===== src/rtl/ara_sim_monitor.sv =====
// Simulation-control monitor: latches per-channel exit words, produces a sticky
// pass/fail verdict with a cycle-count watchdog, and drives a trace-dump window.
module ara_sim_monitor #(
  parameter int unsigned NrChannels    = 4,
  parameter int unsigned ExitWidth     = 64,
  parameter int unsigned CntWidth      = 32,
  parameter logic [31:0] TimeoutCycles = 32'd1_000_000,
  parameter bit          WaitAll       = 1'b1,
  parameter bit          ReArm         = 1'b0,
  parameter logic [63:0] TrigOn        = 64'h1,
  parameter logic [63:0] TrigOff       = 64'hFFFF_FFFF_FFFF_FFFF,
  localparam int unsigned IdxWidth     = (NrChannels > 1) ? $clog2(NrChannels) : 1
) (
  input  logic                             clk_i,
  input  logic                             rst_ni,
  input  logic [NrChannels*ExitWidth-1:0]  exit_i,
  input  logic [63:0]                      trigger_i,
  output logic                             done_o,
  output logic                             fail_o,
  output logic                             timeout_o,
  output logic [IdxWidth-1:0]              fail_idx_o,
  output logic [ExitWidth-2:0]             exit_code_o,
  output logic [NrChannels-1:0]            exited_o,
  output logic [CntWidth-1:0]              cycles_o,
  output logic                             dump_en_o,
  output logic                             dump_start_o,
  output logic                             dump_stop_o
);

  localparam logic [CntWidth-1:0] TimeoutLimit = CntWidth'(TimeoutCycles - 32'd1);

  typedef enum logic {RUN, DONE} vstate_t;
  typedef enum logic [1:0] {D_IDLE, D_ON, D_OFF} dstate_t;

  vstate_t                 vstate_reg, vstate_next;
  dstate_t                 dstate_reg, dstate_next;
  logic [NrChannels-1:0]   exited_reg, exited_next;
  logic [NrChannels-1:0]   new_latch, eff_exited, fail_vec;
  logic [ExitWidth-2:0]    code_reg [NrChannels];
  logic [ExitWidth-2:0]    eff_code [NrChannels];
  logic                    fail_reg, fail_next;
  logic                    timeout_reg, timeout_next;
  logic [IdxWidth-1:0]     idx_reg, idx_next;
  logic [ExitWidth-2:0]    xcode_reg, xcode_next;
  logic [CntWidth-1:0]     cycles_reg, cycles_next;
  logic [63:0]             trig_reg;
  logic                    start_reg, start_next;
  logic                    stop_reg, stop_next;

  logic                    any_fail;
  logic [IdxWidth-1:0]     fail_sel;
  logic [ExitWidth-2:0]    sel_code;
  logic                    pass_cond, exit_decide, timeout_hit, done_edge;
  logic                    start_ev, trig_off;

  // Per-channel view that merges already-latched codes with this cycle's new exits
  for (genvar gi = 0; gi < NrChannels; gi++) begin : g_chan
    assign new_latch[gi] = (vstate_reg == RUN) && exit_i[gi*ExitWidth] && !exited_reg[gi];
    assign eff_code[gi]  = exited_reg[gi] ? code_reg[gi]
                                          : exit_i[gi*ExitWidth+1 +: ExitWidth-1];
    assign fail_vec[gi]  = eff_exited[gi] && (eff_code[gi] != '0);

    always_ff @(posedge clk_i) begin
      if (!rst_ni) begin
        code_reg[gi] <= '0;
      end else if (new_latch[gi]) begin
        code_reg[gi] <= exit_i[gi*ExitWidth+1 +: ExitWidth-1];
      end
    end
  end

  assign eff_exited = exited_reg | new_latch;

  // Scan from the top so the lowest failing index is the one left standing
  always_comb begin
    any_fail = 1'b0;
    fail_sel = '0;
    sel_code = '0;
    for (int c = NrChannels - 1; c >= 0; c--) begin
      if (fail_vec[c]) begin
        any_fail = 1'b1;
        fail_sel = IdxWidth'(c);
        sel_code = eff_code[c];
      end
    end
  end

  assign pass_cond   = WaitAll ? (&eff_exited) : (|eff_exited);
  assign exit_decide = (vstate_reg == RUN) && (any_fail || pass_cond);
  assign timeout_hit = (TimeoutCycles != 32'd0) && (vstate_reg == RUN) &&
                       (cycles_reg == TimeoutLimit);
  assign done_edge   = exit_decide || timeout_hit;

  always_comb begin
    vstate_next  = vstate_reg;
    exited_next  = exited_reg;
    fail_next    = fail_reg;
    timeout_next = timeout_reg;
    idx_next     = idx_reg;
    xcode_next   = xcode_reg;
    cycles_next  = cycles_reg;
    if (vstate_reg == RUN) begin
      exited_next = eff_exited;
      if (cycles_reg != '1) begin
        cycles_next = cycles_reg + CntWidth'(1);
      end
      // An exit decided on the watchdog cycle takes precedence over the timeout
      if (exit_decide) begin
        vstate_next = DONE;
        fail_next   = any_fail;
        idx_next    = fail_sel;
        xcode_next  = sel_code;
      end else if (timeout_hit) begin
        vstate_next  = DONE;
        fail_next    = 1'b1;
        timeout_next = 1'b1;
        idx_next     = '0;
        xcode_next   = '1;
      end
    end
  end

  assign start_ev = (trigger_i == TrigOn) && (trig_reg != TrigOn);
  assign trig_off = (trigger_i == TrigOff);

  always_comb begin
    dstate_next = dstate_reg;
    start_next  = 1'b0;
    stop_next   = 1'b0;
    case (dstate_reg)
      D_IDLE: begin
        if (done_edge) begin
          dstate_next = D_OFF;
        end else if (start_ev && (vstate_reg == RUN)) begin
          dstate_next = D_ON;
          start_next  = 1'b1;
        end
      end
      D_ON: begin
        if (trig_off || done_edge) begin
          dstate_next = D_OFF;
          stop_next   = 1'b1;
        end
      end
      D_OFF: begin
        if (ReArm && !done_edge && start_ev && (vstate_reg == RUN)) begin
          dstate_next = D_ON;
          start_next  = 1'b1;
        end
      end
      default: dstate_next = D_IDLE;
    endcase
  end

  always_ff @(posedge clk_i) begin
    if (!rst_ni) begin
      vstate_reg  <= RUN;
      dstate_reg  <= D_IDLE;
      exited_reg  <= '0;
      fail_reg    <= 1'b0;
      timeout_reg <= 1'b0;
      idx_reg     <= '0;
      xcode_reg   <= '0;
      cycles_reg  <= '0;
      trig_reg    <= '0;
      start_reg   <= 1'b0;
      stop_reg    <= 1'b0;
    end else begin
      vstate_reg  <= vstate_next;
      dstate_reg  <= dstate_next;
      exited_reg  <= exited_next;
      fail_reg    <= fail_next;
      timeout_reg <= timeout_next;
      idx_reg     <= idx_next;
      xcode_reg   <= xcode_next;
      cycles_reg  <= cycles_next;
      trig_reg    <= trigger_i;
      start_reg   <= start_next;
      stop_reg    <= stop_next;
    end
  end

  assign done_o       = (vstate_reg == DONE);
  assign fail_o       = fail_reg;
  assign timeout_o    = timeout_reg;
  assign fail_idx_o   = idx_reg;
  assign exit_code_o  = xcode_reg;
  assign exited_o     = exited_reg;
  assign cycles_o     = cycles_reg;
  assign dump_en_o    = (dstate_reg == D_ON);
  assign dump_start_o = start_reg;
  assign dump_stop_o  = stop_reg;

endmodule


===== config.mk =====
export PLATFORM = sky130hd
export DESIGN_NAME = ara_sim_monitor
export DESIGN_NICKNAME = d
export VERILOG_FILES = /design/src/rtl/ara_sim_monitor.sv
export SDC_FILE = /design/constraint.sdc
export NUM_CORES = 1
export LEC_CHECK = 0
export BUFFER_PORTS_ARGS = -buffer_cell sky130_fd_sc_hd__buf_2
export CAP_MARGIN = 20
export CORE_MARGIN = 4
export CORE_UTILIZATION = 50
export DETAILED_ROUTE_END_ITERATION = 16
export PLACE_DENSITY = 0.85
export SYNTH_ARGS = -nofsm -noshare
export SYNTH_HDL_FRONTEND = slang
export SYNTH_SLANG_ARGS = --single-unit
export TNS_END_PERCENT = 1

===== constraint.sdc =====
create_clock -name clk_i -period 6.42 [get_ports clk_i]
set_input_delay 0.321 -clock clk_i [delete_from_list [all_inputs] [get_ports clk_i]]
set_output_delay 0.321 -clock clk_i [all_outputs]
set_load 0.01 [all_outputs]

==> flow_summary_export.csv <==
group,metric,value,unit
outcome,status,"finished, final reports clean",
logic_synthesis,synth_warnings,0,
logic_synthesis,async_flop_share,0,%
global_routing,grt_usage,32.8,%
global_routing,antenna_found_initial,13,
worst_setup_path,crit_end,"dstate_reg[1]",
sta,fin_crit,4000,ps
logic_synthesis,synth_top_area_share,35.1,%
power,power.leakage,10.2,nW
worst_setup_path,worstSetupStartpointType,"flop",
logic_synthesis,synth_xor_area_share,0.894,%
sta,timing.fmax,250,MHz
clock_network,clkLatencyLatePin,600,ps
logic_synthesis,synth_top_family_by_area,"simple AND/OR/NAND/NOR gates",
sta,finalSetupViolCount,0,
clock_network,post_cts_buffers,0,
layout,drive_gt1_share,27.4,%
detailed_routing,routed_wl,79.7,mm
logic_synthesis,netlist_instances,1991,
die,dieArea,46500,sq um
sta,finalMaxSlewViolations,0,
layout,fin_nets,2727,
hold_path,hold_class,"input pin to flop",
power,comb_power_share,16.1,%
die,fp.coreArea,42300,sq um
worst_setup_path,cp_max_fo,74,
worst_setup_path,endpoint_kind,"flop",
detailed_routing,antenna_left,0,
placed_design,globalplace.congestion,1.01,
worst_setup_path,required,6890,ps
logic_synthesis,yosys-mux-area-fraction,9.63,%
sta,fin_crit_sh,62.2,%
global_routing,grt_pass1_vias,18900,
power,sw_frac_of_total,28.0,%
worst_setup_path,ff2ff_path_depth,10,
detailed_routing,wl_per_cell,26.4,microns
sta,tightest_slew,1020,ps
detailed_routing,first_pass_iters,5,
logic_synthesis,synthesis.area,21600,sq um
die,rows,75,
sta,hold_viol,0,
logic_synthesis,synth_fa_ha_area_share,0.0580,%
global_routing,grt_start_max_net_pins,100,
detailed_routing,drt_iter0_drc,2653,
worst_setup_path,arrival,4470,ps
logic_synthesis,synth_area_leaders,"edfxtp_1, dfxtp_1, and2_1",
logic_synthesis,netlist_top_cells_count,"and2_1, edfxtp_1, dfxtp_1",
logic_synthesis,ys_ff_latch,424,
worst_setup_path,max_stage_delay,960,ps
layout,area_growth,21.7,%
layout,fin_area,26200,sq um
logic_synthesis,syn_avg_cell_area,10.8,sq um
worst_setup_path,cp-startpoint,"exited_o[3]",
sta,relSlewSlack,31.7,%
clock_network,numClockSinks,424,
clock_network,cts.clk_slew.worst_paths,60,ps
worst_setup_path,regToRegSetupSlack,2420,ps
power,clkPwrFrac,38.4,%
sta,skew,26.6,ps
power,power_density,272,nW/um^2
power,max-vdd-ir-drop,179,uV
logic_synthesis,synth_seq_area_share,51.1,%
logic_synthesis,yosysUniqueCellTypes,55,
die,fp.dieW,216,microns
logic_synthesis,synthFlopType,"edfxtp_1",
global_routing,grt_pass1_wl,117,mm
placed_design,placed_area,24100,sq um
clock_network,root_buffer,"clkbuf_16",
run,drv_cap,0,
logic_synthesis,synth-compound-area-share,12.0,%
clock_network,clk_path_buf_depth,3,
worst_setup_path,worst_path_max_delay_cell,"dfxtp_2",
clock_network,cts_tree,"done",
worst_setup_path,timing.rr.end,"dstate_reg[1]",
logic_synthesis,yosysTopAreaCell,"edfxtp_1",
detailed_routing,vias,19400,
power,p_int,5.14,mW
logic_synthesis,synth_edf_count,252,
detailed_routing,drcViolationCount,0,
placed_design,io_buffers,428,
sta,fin_ws,2420,ps
worst_setup_path,path_class,"flop to flop",
logic_synthesis,synth_simple_gate_area_share,23.1,%
sta,tns,0,ps
placed_design,pre_cts_ws,2560,ps
global_routing,overflow,0,
logic_synthesis,synth_fp_nets,2314,
clock_network,h-tree-depth,2,
die,io_pins,429,
die,start_util,50.9,%
die,dieHeight,216,microns
detailed_routing,vias_per_cell,6.41,
power,p_seq_share,45.5,%
worst_setup_path,crit_chain,"buf_4 -> nor4b_1 -> nand4_1 -> o22ai_1 -> o211ai_1 -> a221oi_4 -> a21oi_4 -> buf_4 -> nand2b_1 -> o311a_1",
placed_design,hpwl,58.1,mm
worst_setup_path,crit_top_cell,"buf_4",
layout,largest_reg_flops,252,
logic_synthesis,yosysMostFrequentCell,"and2_1",
power,p_switching,2.00,mW
worst_setup_path,r2r-start,"exited_o[3]",
clock_network,cts_made_buffers,47,
sta,rsz0062_at_grt,"false",
-- layer usage --
layer / vias to the layer above / track usage (%) / wire length (microns)
li1: 8501 / - / -
met1: 9289 / 40.2 / 29100
met2: 1289 / 53.7 / 37700
met3: 277 / 7.31 / 7540
met4: 14 / 18.6 / 5340
met5: - / 0 / 98
-- cells in the final DEF, fill, tap and decap left out, drive strengths merged, types with 2 or more instances in the layout --
cell type	n
buf	452
and2	326
edfxtp	252
dfxtp	172
nor4	150
mux2	123
nor2	111
nand2	89
mux2i	69
clkbuf	69
o311a	62
a311oi	61
nor2b	61
a211oi	61
o311ai	61
dlygate4sd3	60
nand4	57
nand3	28
a21oi	26
nor3	24
o21ai	15
clkinv	14
xnor2	12
inv	12
xor2	10
or3	9
and3	8
nor4b	7
diode	6
and4	5
o22ai	5
o211ai	3
bufinv	3
a21o	3
or4	2
nand2b	2
o31ai	2
a41oi	2
a221oi	2
-- power groups by stage --
stage | logic [mW] | clock network [mW] | registers [mW]
2_1_floorplan | 0.626 | 0 | 3.26
3_3_place_gp | 1.07 | 0 | 3.28
3_5_place_dp | 1.09 | 0 | 3.29
4_1_cts | 1.13 | 2.76 | 3.24
5_1_grt | 1.21 | 2.88 | 3.26
6_report | 1.15 | 2.74 | 3.25
-- repair_timing --
action                    in CTS  in global routing
resized for setup              0                  0
hold endpoints to repair      60                  0
hold buffers                  60                  0
-- critical path: cells and delay by family (launching register included) --
family          cells  cell delay (ps)
simple gates        3              790
buf+inv             2              900
flops               1              960
compound gates      5             1170
-- worst min-delay path by stage --
stage               cells past startpoint  slack (ps)         endpoint     startpoint
global route                            2          20     trig_reg[13]  trigger_i[13]
global placement                        2         450        timeout_o      timeout_o
finish                                  2          30  code_reg[1][53]    exit_i[118]
detailed placement                      2         470        timeout_o      timeout_o
CTS                                     2           1     trig_reg[34]  trigger_i[34]
floorplan                               1         440      trig_reg[0]   trigger_i[0]
-- per-stage QoR --
stage | std cells | utilization (%) | total power, mW | hold slack (ps)
after floorplan | 1991 | - | 3.89 | 443
after global placement | 2870 | 56.8 | 4.35 | 453
final | 3024 | 62.0 | 7.14 | 30.6
after global routing | 3021 | 62.0 | 7.35 | 16.1
after detailed placement | 2871 | 56.9 | 4.38 | 471
after CTS | 3017 | 61.9 | 7.12 | 1.29
-- cell type report --
type / count / area (sq um)
Antenna cell: 6 / 15.0
Clock buffer: 68 / 1360
Clock inverter: 18 / 184
Fill cell: 3326 / 16100
Inverter: 11 / 41.3
Multi-Input combinational cell: 1407 / 9940
Sequential cell: 424 / 11000
Tap cell: 577 / 722
Timing Repair Buffer: 513 / 2950
-- cells by family after synthesis --
group           count (synthesis)
xor+xnor                       22
mux                           192
buf+inv                       160
compound gates                311
fa+ha+maj                       1
flops                         424
simple gates                  881
Note: power is estimated with default switching activity, not from simulation.
